===== config.mk =====
export PLATFORM = sky130hd
export DESIGN_NAME = dac_spi_arbiter_flat
export DESIGN_NICKNAME = d
export VERILOG_FILES = /design/src/rtl/dac_spi_arbiter_if.sv /design/src/rtl/dac_spi_arbiter.sv /design/src/flat_wrapper.sv
export SDC_FILE = /design/constraint.sdc
export NUM_CORES = 1
export LEC_CHECK = 0
export BUFFER_PORTS_ARGS = -buffer_cell sky130_fd_sc_hd__buf_2
export CORE_UTILIZATION = 50
export DETAILED_ROUTE_END_ITERATION = 10
export PLACE_DENSITY_LB_ADDON = 0.1
export SYNTH_ARGS = -nofsm -noshare
export SYNTH_HDL_FRONTEND = slang
export SYNTH_SLANG_ARGS = --single-unit

===== constraint.sdc =====
create_clock -name clk_i -period 5.6 [get_ports clk_i]
set_clock_uncertainty 0.05 [all_clocks]
set_input_delay 1.68 -clock clk_i [delete_from_list [all_inputs] [get_ports clk_i]]
set_output_delay 1.68 -clock clk_i [all_outputs]
set_load 0.005 [all_outputs]

===== src/rtl/dac_spi_arbiter_if.sv =====
// Handshake bundle shared by the two sample requesters, the arbiter and the SPI DAC writer.
// The arbiter connects through the slave modport; the master side drives requests and eow_i.
interface dac_spi_arbiter_if;
    logic        req_a_i;
    logic [11:0] din_a_i;
    logic        ack_a_o;
    logic        req_b_i;
    logic [11:0] din_b_i;
    logic        ack_b_o;
    logic        strw_o;
    logic [15:0] din_o;
    logic        eow_i;
    logic        grant_o;
    logic        busy_o;
    logic        err_o;

    modport slave (
        input  req_a_i, din_a_i, req_b_i, din_b_i, eow_i,
        output ack_a_o, ack_b_o, strw_o, din_o, grant_o, busy_o, err_o
    );

    modport master (
        output req_a_i, din_a_i, req_b_i, din_b_i, eow_i,
        input  ack_a_o, ack_b_o, strw_o, din_o, grant_o, busy_o, err_o
    );
endinterface


===== src/rtl/dac_spi_arbiter.sv =====
// Round-robin arbiter sharing one SPI DAC write engine between two 12-bit sample requesters.
// Builds {control nibble, sample} frames, strobes the writer and acknowledges on end-of-write.
module dac_spi_arbiter #(
    parameter logic [3:0]  CTRL_A = 4'b1011,
    parameter logic [3:0]  CTRL_B = 4'b1111,
    parameter logic [15:0] TMAX   = 16'd1023
) (
    input logic              clk_i,
    input logic              rst_i,
    dac_spi_arbiter_if.slave bus
);

    typedef enum logic [1:0] {
        IDLE,
        START,
        WAIT,
        ACK
    } state_t;

    state_t      state;
    logic [15:0] count;
    logic        last_b;
    logic        pick_b;

    // On a tie the channel not served last wins; otherwise whichever is requesting.
    always_comb begin
        pick_b = bus.req_b_i;
        if (bus.req_a_i && bus.req_b_i) begin
            pick_b = ~last_b;
        end
    end

    always_ff @(posedge clk_i) begin
        if (rst_i) begin
            state       <= IDLE;
            count       <= 16'd0;
            last_b      <= 1'b1;
            bus.strw_o  <= 1'b0;
            bus.din_o   <= 16'h0000;
            bus.ack_a_o <= 1'b0;
            bus.ack_b_o <= 1'b0;
            bus.grant_o <= 1'b0;
            bus.busy_o  <= 1'b0;
            bus.err_o   <= 1'b0;
        end else begin
            case (state)
                IDLE: begin
                    if (bus.req_a_i || bus.req_b_i) begin
                        bus.din_o   <= pick_b ? {CTRL_B, bus.din_b_i} : {CTRL_A, bus.din_a_i};
                        bus.grant_o <= pick_b;
                        bus.strw_o  <= 1'b1;
                        bus.busy_o  <= 1'b1;
                        count       <= 16'd0;
                        state       <= START;
                    end
                end
                START: begin
                    bus.strw_o <= 1'b0;
                    state      <= WAIT;
                end
                // End-of-write takes priority over a watchdog expiry in the same cycle.
                WAIT: begin
                    if (bus.eow_i) begin
                        bus.ack_a_o <= ~bus.grant_o;
                        bus.ack_b_o <= bus.grant_o;
                        bus.err_o   <= 1'b0;
                        state       <= ACK;
                    end else if (count == TMAX) begin
                        bus.ack_a_o <= ~bus.grant_o;
                        bus.ack_b_o <= bus.grant_o;
                        bus.err_o   <= 1'b1;
                        state       <= ACK;
                    end else begin
                        count <= count + 16'd1;
                    end
                end
                ACK: begin
                    bus.ack_a_o <= 1'b0;
                    bus.ack_b_o <= 1'b0;
                    bus.err_o   <= 1'b0;
                    bus.busy_o  <= 1'b0;
                    last_b      <= bus.grant_o;
                    state       <= IDLE;
                end
                default: begin
                    state <= IDLE;
                end
            endcase
        end
    end

endmodule


===== src/flat_wrapper.sv =====
// flat-port wrapper written by rule: the top's interface ports become plain ports
module dac_spi_arbiter_flat 
#(
    parameter logic [3:0]  CTRL_A = 4'b1011,
    parameter logic [3:0]  CTRL_B = 4'b1111,
    parameter logic [15:0] TMAX   = 16'd1023
)
  (clk_i, rst_i, bus_req_a_i, bus_din_a_i, bus_req_b_i, bus_din_b_i, bus_eow_i, bus_ack_a_o, bus_ack_b_o, bus_strw_o, bus_din_o, bus_grant_o, bus_busy_o, bus_err_o);
  dac_spi_arbiter_if bus_i ();
  input logic clk_i;
  input logic rst_i;
  input wire logic [$bits(bus_i.req_a_i)-1:0] bus_req_a_i;
  input wire logic [$bits(bus_i.din_a_i)-1:0] bus_din_a_i;
  input wire logic [$bits(bus_i.req_b_i)-1:0] bus_req_b_i;
  input wire logic [$bits(bus_i.din_b_i)-1:0] bus_din_b_i;
  input wire logic [$bits(bus_i.eow_i)-1:0] bus_eow_i;
  output wire logic [$bits(bus_i.ack_a_o)-1:0] bus_ack_a_o;
  output wire logic [$bits(bus_i.ack_b_o)-1:0] bus_ack_b_o;
  output wire logic [$bits(bus_i.strw_o)-1:0] bus_strw_o;
  output wire logic [$bits(bus_i.din_o)-1:0] bus_din_o;
  output wire logic [$bits(bus_i.grant_o)-1:0] bus_grant_o;
  output wire logic [$bits(bus_i.busy_o)-1:0] bus_busy_o;
  output wire logic [$bits(bus_i.err_o)-1:0] bus_err_o;
  assign bus_i.req_a_i = bus_req_a_i;
  assign bus_i.din_a_i = bus_din_a_i;
  assign bus_i.req_b_i = bus_req_b_i;
  assign bus_i.din_b_i = bus_din_b_i;
  assign bus_i.eow_i = bus_eow_i;
  assign bus_ack_a_o = bus_i.ack_a_o;
  assign bus_ack_b_o = bus_i.ack_b_o;
  assign bus_strw_o = bus_i.strw_o;
  assign bus_din_o = bus_i.din_o;
  assign bus_grant_o = bus_i.grant_o;
  assign bus_busy_o = bus_i.busy_o;
  assign bus_err_o = bus_i.err_o;
  dac_spi_arbiter #(.CTRL_A(CTRL_A), .CTRL_B(CTRL_B), .TMAX(TMAX)) u_core (.clk_i(clk_i), .rst_i(rst_i), .bus(bus_i));
endmodule

Word-level counts from Yosys, hierarchy flattened
Cells that the tools add are included.
{ "word_totals": {"regBits": 41, "word_cells": 56, "out_inout_bits": 22} }
{ "op_classes": {"bitwise": 2, "n_reduce_logical": 13, "muxes": 22, "eq_ne": 8, "addsub": 1} }
{ "op_table": {"columns": ["op", "n"], "rows": [
  ["two-way mux 16 bit", 3],
  ["case mux 16 bit (2 select lines)", 1],
  ["adder 16 x 1 -> 16 bit, second input constant", 1],
  ["equality test 16 x 10 -> 1 bit, second input constant", 1],
  ["two-way mux 15 bit", 1],
  ["case mux 1 bit (2 select lines)", 5],
  ["AND reduction 2 bit", 5],
  ["two-way mux 1 bit", 8],
  ["case mux 2 bit (4 select lines)", 1],
  ["nonzero test 2 bit", 4],
  ["two-way mux 2 bit", 3],
  ["equality test 2 bit, second input constant", 2],
  ["!= test 2 bit, second input constant", 2],
  ["AND reduction 4 bit", 1],
  ["!= test 3 x 2 -> 1 bit, second input constant", 1],
  ["equality test 2 x 1 -> 1 bit, second input constant", 1],
  ["zero test 2 bit", 1],
  ["!= test 2 x 1 -> 1 bit, second input constant", 1],
  ["NOT 1 bit", 2],
  ["logical AND 1 bit", 1],
  ["logical OR 1 bit", 1]
]} }

Longest topological paths before layout
Gate-level depths: netlist of the first run.
{ "logic_depth": {"ltp_word": 4, "ltp_mapped": 8, "depth_no_buf": 7} }

Least setup slack after synthesis of the first run
OpenSTA, ideal clock, no wires.
{ "synth_path": {"path_type": "input -> register", "from": "input port bus_req_b_i", "to": "register u_core.bus.din_o[0]", "arrival_time_ps": 2593, "path_slack_ps": 2820, "path_stages": 4, "n_path_buf": 1, "cell_sequence": "a21boi_1 -> buf_2 -> mux2i_1 -> a211oi_1"} }
{ "synth_between": {"elab_chain_len": 3, "elab_cells_between_ends": 5, "classes_between": "mux: 2; reduce/logical: 3"} }
{ "synth_rtl": {"columns": ["item", "line", "source"], "rows": [
  ["start: declaration", "flat_wrapper.sv:14", "input wire logic [$bits(bus_i.req_b_i)-1:0] bus_req_b_i;"],
  ["logical AND 1 bit", "dac_spi_arbiter.sv:28", "if (bus.req_a_i && bus.req_b_i) begin"],
  ["two-way mux 1 bit", "dac_spi_arbiter.sv:28", null],
  ["two-way mux 15 bit", "dac_spi_arbiter.sv:49", "bus.din_o <= pick_b ? {CTRL_B, bus.din_b_i} : {CTRL_A, bus.din_a_i};"],
  ["end signal: assignment", "dac_spi_arbiter.sv:49", null],
  ["end: declaration", "dac_spi_arbiter_if.sv:19", "output ack_a_o, ack_b_o, strw_o, din_o, grant_o, busy_o, err_o"]
]} }
Parallel ways exist; a longest one is shown, timed or not.
A chain may end at the register's enable or synchronous reset.

Worst setup path in the final report of the first run
{ "layout_path": {"from": "input port bus_req_b_i", "to": "register u_core.count[15]"} }
{ "layout_between": {"elab_chain_len": 3} }
{ "layout_rtl": {"columns": ["item", "line", "source"], "rows": [
  ["logical OR 1 bit", "dac_spi_arbiter.sv:48", "if (bus.req_a_i || bus.req_b_i) begin"],
  ["!= test 2 x 1 -> 1 bit (no line)", null, null],
  ["AND reduction 4 bit (no line)", null, null],
  ["end signal: assignment", "dac_spi_arbiter.sv:74", "count <= count + 16'd1;"],
  ["end: declaration", "dac_spi_arbiter.sv:21", "logic [15:0] count;"]
]} }
No other way between the ends.

==> summary.md, run 1 <==
| Metric | Value |
|---|---|
| Clock power share | 0.250 |
| Maximum buffer depth of the clock tree | 2 |
| P_int | 583 uW |
| CP endpoint kind | register |
| Highest Clock Rate | 344 MHz |
| Slew @ Worst Pin | 954 ps |
| Psw | 327 uW |
| Flop pwr share | 0.384 |
| Drt drc | 0 |
| Synth Area per Inst | 8.61 um^2 |
| Initial Util | 0.526 |
| Fraction of registers with async set/reset | 0 |
| CP required | 5750 ps |
| Detailed-route vias per instance | 5.57 |
| Most common cell in the synthesized netlist | dfxtp_1 |
| Largest net degree at the start of global routing | 41 |
| CP Data Arrival Time | 3050 ps |
| Worst-case reg-to-reg path depth | 6 |
| Post-CTS Setup Bufs | 0 |
| Reg2reg start | u_core.state[0]$_SDFFE_PP0P_ |
| Warnings, synthesis | 0 |
| Sequential area share after synthesis | 0.389 |
| Sw frac | 0.359 |
| RD Place Congestion | 0.832 |
| CP cell instances | buf_2 > nor3b_1 > nor2_1 > o21ai_2 > o21ai_0 > o41ai_1 |
| Die Ht | 64.5 um |
| Pwr Density | 397 nW/um^2 |
| Crit path to | u_core.count[15]$_SDFFE_PP0P_ |
| Non-Filler Instances | 317 |
| Num CTS Buffers | 5 |
| Share of post-route cells with drive strength above 1 | 0.249 |
| WL met2 | 1920 um |
| CP max stage delay | 570 ps |
| Sum Neg Setup Slack | 0 ps |
| Worst setup SP type | primary input |
| Highest routed layer | met4 |
| Final core occ | 0.618 |
| Die Span X | 64.5 um |
| Worst path slowest cell | nor3b_1 |
| RSZ-0062 raised after global routing | false |
| Synth Flop Type | dfxtp_1 |
| HP Start | u_core.bus.ack_a_o$_SDFFE_PP0P_ |
| Start point of the critical path | bus_req_b_i |
| Fin. Hold Viols | 0 |
| Number of global-route vias before repair | 1571 |
| Die area | 4160 um^2 |
| First-pass GRT wire length | 7260 um |
| Largest area contributor in the netlist | dfxtp_1 |
| CP Max Fanout | 12 |
| I/O pin total | 51 |
| Post-synth EDFFs | 0 |
| Period utilisation layout | 0.519 |
| CTS tree | yes |
| FP Rows | 22 |
| H-tree Lvls | 2 |
| Syn Nets | 261 |
| Clock latency on the worst-skew pair | 290 ps |
| Share of the synthesized area in the top cell type | 0.389 |
| GRT Overall Usage | 0.226 |
| Worst setup path category | primary input to register |
| Initial antenna violation count | 0 |
| I/O Buffers | 50 |
| Area growth syn-to-layout | 17.4% |
| Final #Nets | 302 |
| Max cap viols | 0 |
| Synthesized cell area | 1950 um^2 |
| CTS Hold Bufs | 0 |
| Worst hold path type | register to register |
| Post-Place Cells | 309 |
| Reg2reg setup slack | 3310 ps |
| WL final | 4220 um |
| Status | completed |
| Synth top cells by count | 38 x dfxtp_1, 24 x nor2_1, 18 x a21oi_1 |
| Clock sink count | 38 |
| Slew headroom | 0.361 |
| HPWL after detailed placement | 2980 um |
| RR Endpoint | u_core.count[15]$_SDFFE_PP0P_ |
| Max Transition Viols Final | 0 |
| Peak VDD IR | 0.241 mV |
| Hold slack | 423 ps |
| Global route total overflow | 0 |
| Gates resized, CTS repair | 0 |
| M1 WL | 2030 um |
| Number of inserted diodes | 0 |
| Final worst path period need | 2910 ps |
| TritonRoute pass-1 iters | 4 |
| Leakage | 0.909 nW |
| DRT iter0 DRCs | 106 |
| Final setup violation count | 0 |
| Worst-path clk slew | 80 ps |
| Total vias in the final route | 1765 |
| DR WL met3 | 215 um |
| CP delay by family, top | simple AND/OR/NAND/NOR gates |
| Post-synthesis register bit count | 38 |
| Total design power | 910 uW |
| Worst path bufs/invs | 1 |
| Cells after Synth | 227 |
| Top cells by area, synth | dfxtp_1 39%, mux2i_1 6.7%, a211oi_1 5.4% |
| Gate power share | 0.366 |
| Yosys cell types | 44 |
| Root Buffer | clkbuf_8 |
| Routed len/inst | 13.3 um |
| Post-DRT Antenna Nets | 0 |
| Critical Path Stages | 6 |
| Core box area | 3720 um^2 |
==> power groups by stage <==
stage | clock (mW) | sequential, mW | combinational (mW)
6_report | 0.227 | 0.349 | 0.333
5_1_grt | 0.245 | 0.357 | 0.381
4_1_cts | 0.234 | 0.350 | 0.336
3_5_place_dp | 0 | 0.356 | 0.335
3_3_place_gp | 0 | 0.355 | 0.331
2_1_floorplan | 0 | 0.358 | 0.237
==> final cells by class <==
class,instances,area (um^2)
fill,363,1420
multi-input combinational,169,1100
sequential,38,761
timing repair buffer,51,258
clock buffer,7,76.3
tap,48,60.1
clock inverter,1,30.0
inverter,3,11.3
==> cells in the final DEF (no fill, tap or decap), drive strengths merged, types with 4 or more instances in the layout <==
master / instances
mux2i: 13
o21ai: 14
nor2: 24
a211oi: 14
nand2: 16
dfxtp: 38
ha: 5
nor3: 4
or3: 6
buf: 51
a21oi: 18
nand3: 7
nor2b: 5
nand2b: 8
clkbuf: 7
==> worst min path at each step <==
stage | to | slack [ps] | cells after the start
2_1_floorplan | u_core.count[15]$_SDFFE_PP0P_ | 380 | 1
3_3_place_gp | u_core.count[15]$_SDFFE_PP0P_ | 410 | 1
3_5_place_dp | u_core.count[15]$_SDFFE_PP0P_ | 420 | 1
4_1_cts | u_core.count[15]$_SDFFE_PP0P_ | 430 | 1
5_1_grt | u_core.bus.ack_b_o$_SDFFE_PP0P_ | 440 | 2
6_report | u_core.bus.ack_a_o$_SDFFE_PP0P_ | 420 | 2
==> through the flow <==
| step | worst slack [ps] | area [um^2] |
|---|---|---|
| after floorplan | 2820 | 1950 |
| after global placement | 2410 | 2190 |
| after detailed placement | 2390 | 2190 |
| after CTS | 2690 | 2290 |
| after global routing | 2540 | 2290 |
| final | 2690 | 2290 |
==> per-layer routing <==
| metal | GRT usage | up-vias |
|---|---|---|
| met2 | 0.353 | 40 |
| met4 | 0.0778 | 0 |
| met1 | 0.293 | 807 |
| met3 | 0.0687 | 6 |
| li1 | - | 912 |
| met5 | 0 | - |
==> flip-flops by register name, indices dropped and copies added, names as in the netlist <==
signal and cells:
u_core.bus.strw_o 1, u_core.last_b 1, u_core.bus.ack_b_o 1, u_core.bus.err_o 1
u_core.bus.din_o 14, u_core.state 2, u_core.count 16, u_core.bus.busy_o 1
u_core.bus.ack_a_o 1
==> tightest hold or removal path, delay by kind of cell (launching register included) <==
| kind | cells | cell delay (ps) |
|---|---|---|
| compound gates | 2 | 120 |
| flops | 1 | 310 |
==> logic make-up (layout without fill, tap and decap cells) <==
kind of cell	after synthesis	in the layout	share of synthesized area
adder cells (fa/ha/maj)	5	5	0.0320
flip-flops	38	38	0.389
AO/OA/AOI/OAI	60	60	0.200
multiplexers	15	15	0.0781
buffers and inverters	20	62	0.0499
AND/OR/NAND/NOR	89	89	0.250
Power figures use the tool's default switching activity.
==> run 2, diff against run 1 <==
==> constraint.sdc (replaced) <==
create_clock -name clk_i -period 2.71 [get_ports clk_i]
set_clock_uncertainty 0.05 [all_clocks]
set_input_delay 0.813 -clock clk_i [delete_from_list [all_inputs] [get_ports clk_i]]
set_output_delay 0.813 -clock clk_i [all_outputs]
set_load 0.005 [all_outputs]
==> summary.md, run 2 (synthesis results as in run 1) <==
| Metric | Value |
|---|---|
| Slew @ Worst Pin | 659 ps |
| TritonRoute pass-1 iters | 4 |
| HPWL after detailed placement | 2910 um |
| Reg2reg start | u_core.count[0]$_SDFFE_PP0P_ |
| RD Place Congestion | 0.820 |
| Worst-path clk slew | 70 ps |
| Detailed-route vias per instance | 5.62 |
| H-tree Lvls | 2 |
| Die Ht | 64.5 um |
| DP Area | 2230 um^2 |
| Start point of the critical path | u_core.count[0]$_SDFFE_PP0P_ |
| Final worst path period need | 2210 ps |
| Post-route design area | 2320 um^2 |
| Largest register FFs | 16 |
| Clock sink count | 38 |
| CP required | 2870 ps |
| CP endpoint kind | register |
| Final core occ | 0.624 |
| Largest regs | u_core.count (16), u_core.bus.din_o (14), u_core.state (2) |
| FP Rows | 22 |
| Fin. Hold Viols | 0 |
| CTS tree | yes |
| Global route total overflow | 0 |
| Final #Nets | 307 |
| Status | completed |
| Largest net degree at the start of global routing | 40 |
| DRT iter0 DRCs | 115 |
| Max Transition Viols Final | 0 |
| Commonest non-fill, non-tap cell in the layout | buf_2 |
| Share of post-route cells with drive strength above 1 | 0.266 |
| I/O Buffers | 50 |
| Num CTS Buffers | 5 |
| Leakage | 0.930 nW |
| Die area | 4160 um^2 |
| Highest Clock Rate | 452 MHz |
| Drt drc | 0 |
| Worst setup path category | register to register |
| Pwr Density | 792 nW/um^2 |
| Slew headroom | 0.556 |
| CP Max Fanout | 12 |
| Initial antenna violation count | 0 |
| Final setup violation count | 0 |
| Area growth syn-to-layout | 18.6% |
| Max cap viols | 0 |
| Die Span X | 64.5 um |
| Gates resized, CTS repair | 0 |
| Root Buffer | clkbuf_8 |
| Routed len/inst | 13.2 um |
| WL final | 4240 um |
| Core box area | 3720 um^2 |
| CP Data Arrival Time | 2370 ps |
| I/O pin total | 51 |
| GRT Overall Usage | 0.224 |
| Initial Util | 0.526 |
| Sum Neg Setup Slack | 0 ps |
| Worst hold path type | register to register |
| Peak VDD IR | 0.433 mV |
| Post-DRT Antenna Nets | 0 |
| HP Start | u_core.bus.err_o$_SDFFE_PP0P_ |
| Worst setup SP type | register |
| Maximum buffer depth of the clock tree | 2 |
| Largest Register | u_core.count |
| Number of global-route vias before repair | 1522 |
| Post-CTS Setup Bufs | 0 |
| Number of inserted diodes | 0 |
| First-pass GRT wire length | 7200 um |
| Total vias in the final route | 1810 |
| CTS Hold Bufs | 0 |
| Commonest non-fill, non-tap cells in the layout | 50 x buf_2, 38 x dfxtp_1, 24 x nor2_1 |
| Clock latency on the worst-skew pair | 290 ps |
| Period utilisation layout | 0.817 |
| RSZ-0062 raised after global routing | false |
==> run 2: through the flow <==
step | setup slack (ps) | power (mW) | instances | hold WS [ps]
after global placement | 444 | 1.44 | 314 | 405
after floorplan | 797 | 1.23 | 227 | 377
after CTS | 522 | 1.85 | 322 | 417
after global routing | 304 | 1.99 | 322 | 441
final | 496 | 1.84 | 322 | 425
after detailed placement | 451 | 1.45 | 314 | 407
==> run 2: critical path, cell delays in order, from the launching register on <==
cell	delay, ps
dfxtp_1	410
ha_1	230
and4_1	290
a41oi_2	310
o21ai_2	560
o21ai_0	180
o31ai_1	90
==> run 2: final timing paths <==
check                                   to  slack, ps  cells after the start
max          u_core.count[11]$_SDFFE_PP0P_        500                      6
min          u_core.bus.err_o$_SDFFE_PP0P_        420                      2
max reg2reg  u_core.count[11]$_SDFFE_PP0P_        500                      6
min reg2reg  u_core.bus.err_o$_SDFFE_PP0P_        420                      2
==> run 2: routing by layer <==
| metal | wire (um) | track usage | vias up |
|---|---|---|---|
| li1 | - | - | 919 |
| met1 | 2080 | 0.302 | 826 |
| met2 | 1840 | 0.329 | 58 |
| met3 | 258 | 0.0669 | 7 |
| met4 | 62 | 0.0972 | 0 |
| met5 | 0 | 0 | - |
==> run 2: layout make-up <==
cell class / count / area, um^2
inverter: 3 / 11.3
multi-input combinational: 169 / 1100
clock buffer: 7 / 86.3
timing repair buffer: 56 / 295
clock inverter: 1 / 5.00
fill: 342 / 1400
tap: 48 / 60.1
sequential: 38 / 761
==> run 2: report_power, final <==
group | total [mW] | internal [mW] | switching [mW]
Combinational | 0.714 | 0.285 | 0.428
Sequential | 0.723 | 0.663 | 0.0602
Clock | 0.399 | 0.205 | 0.194
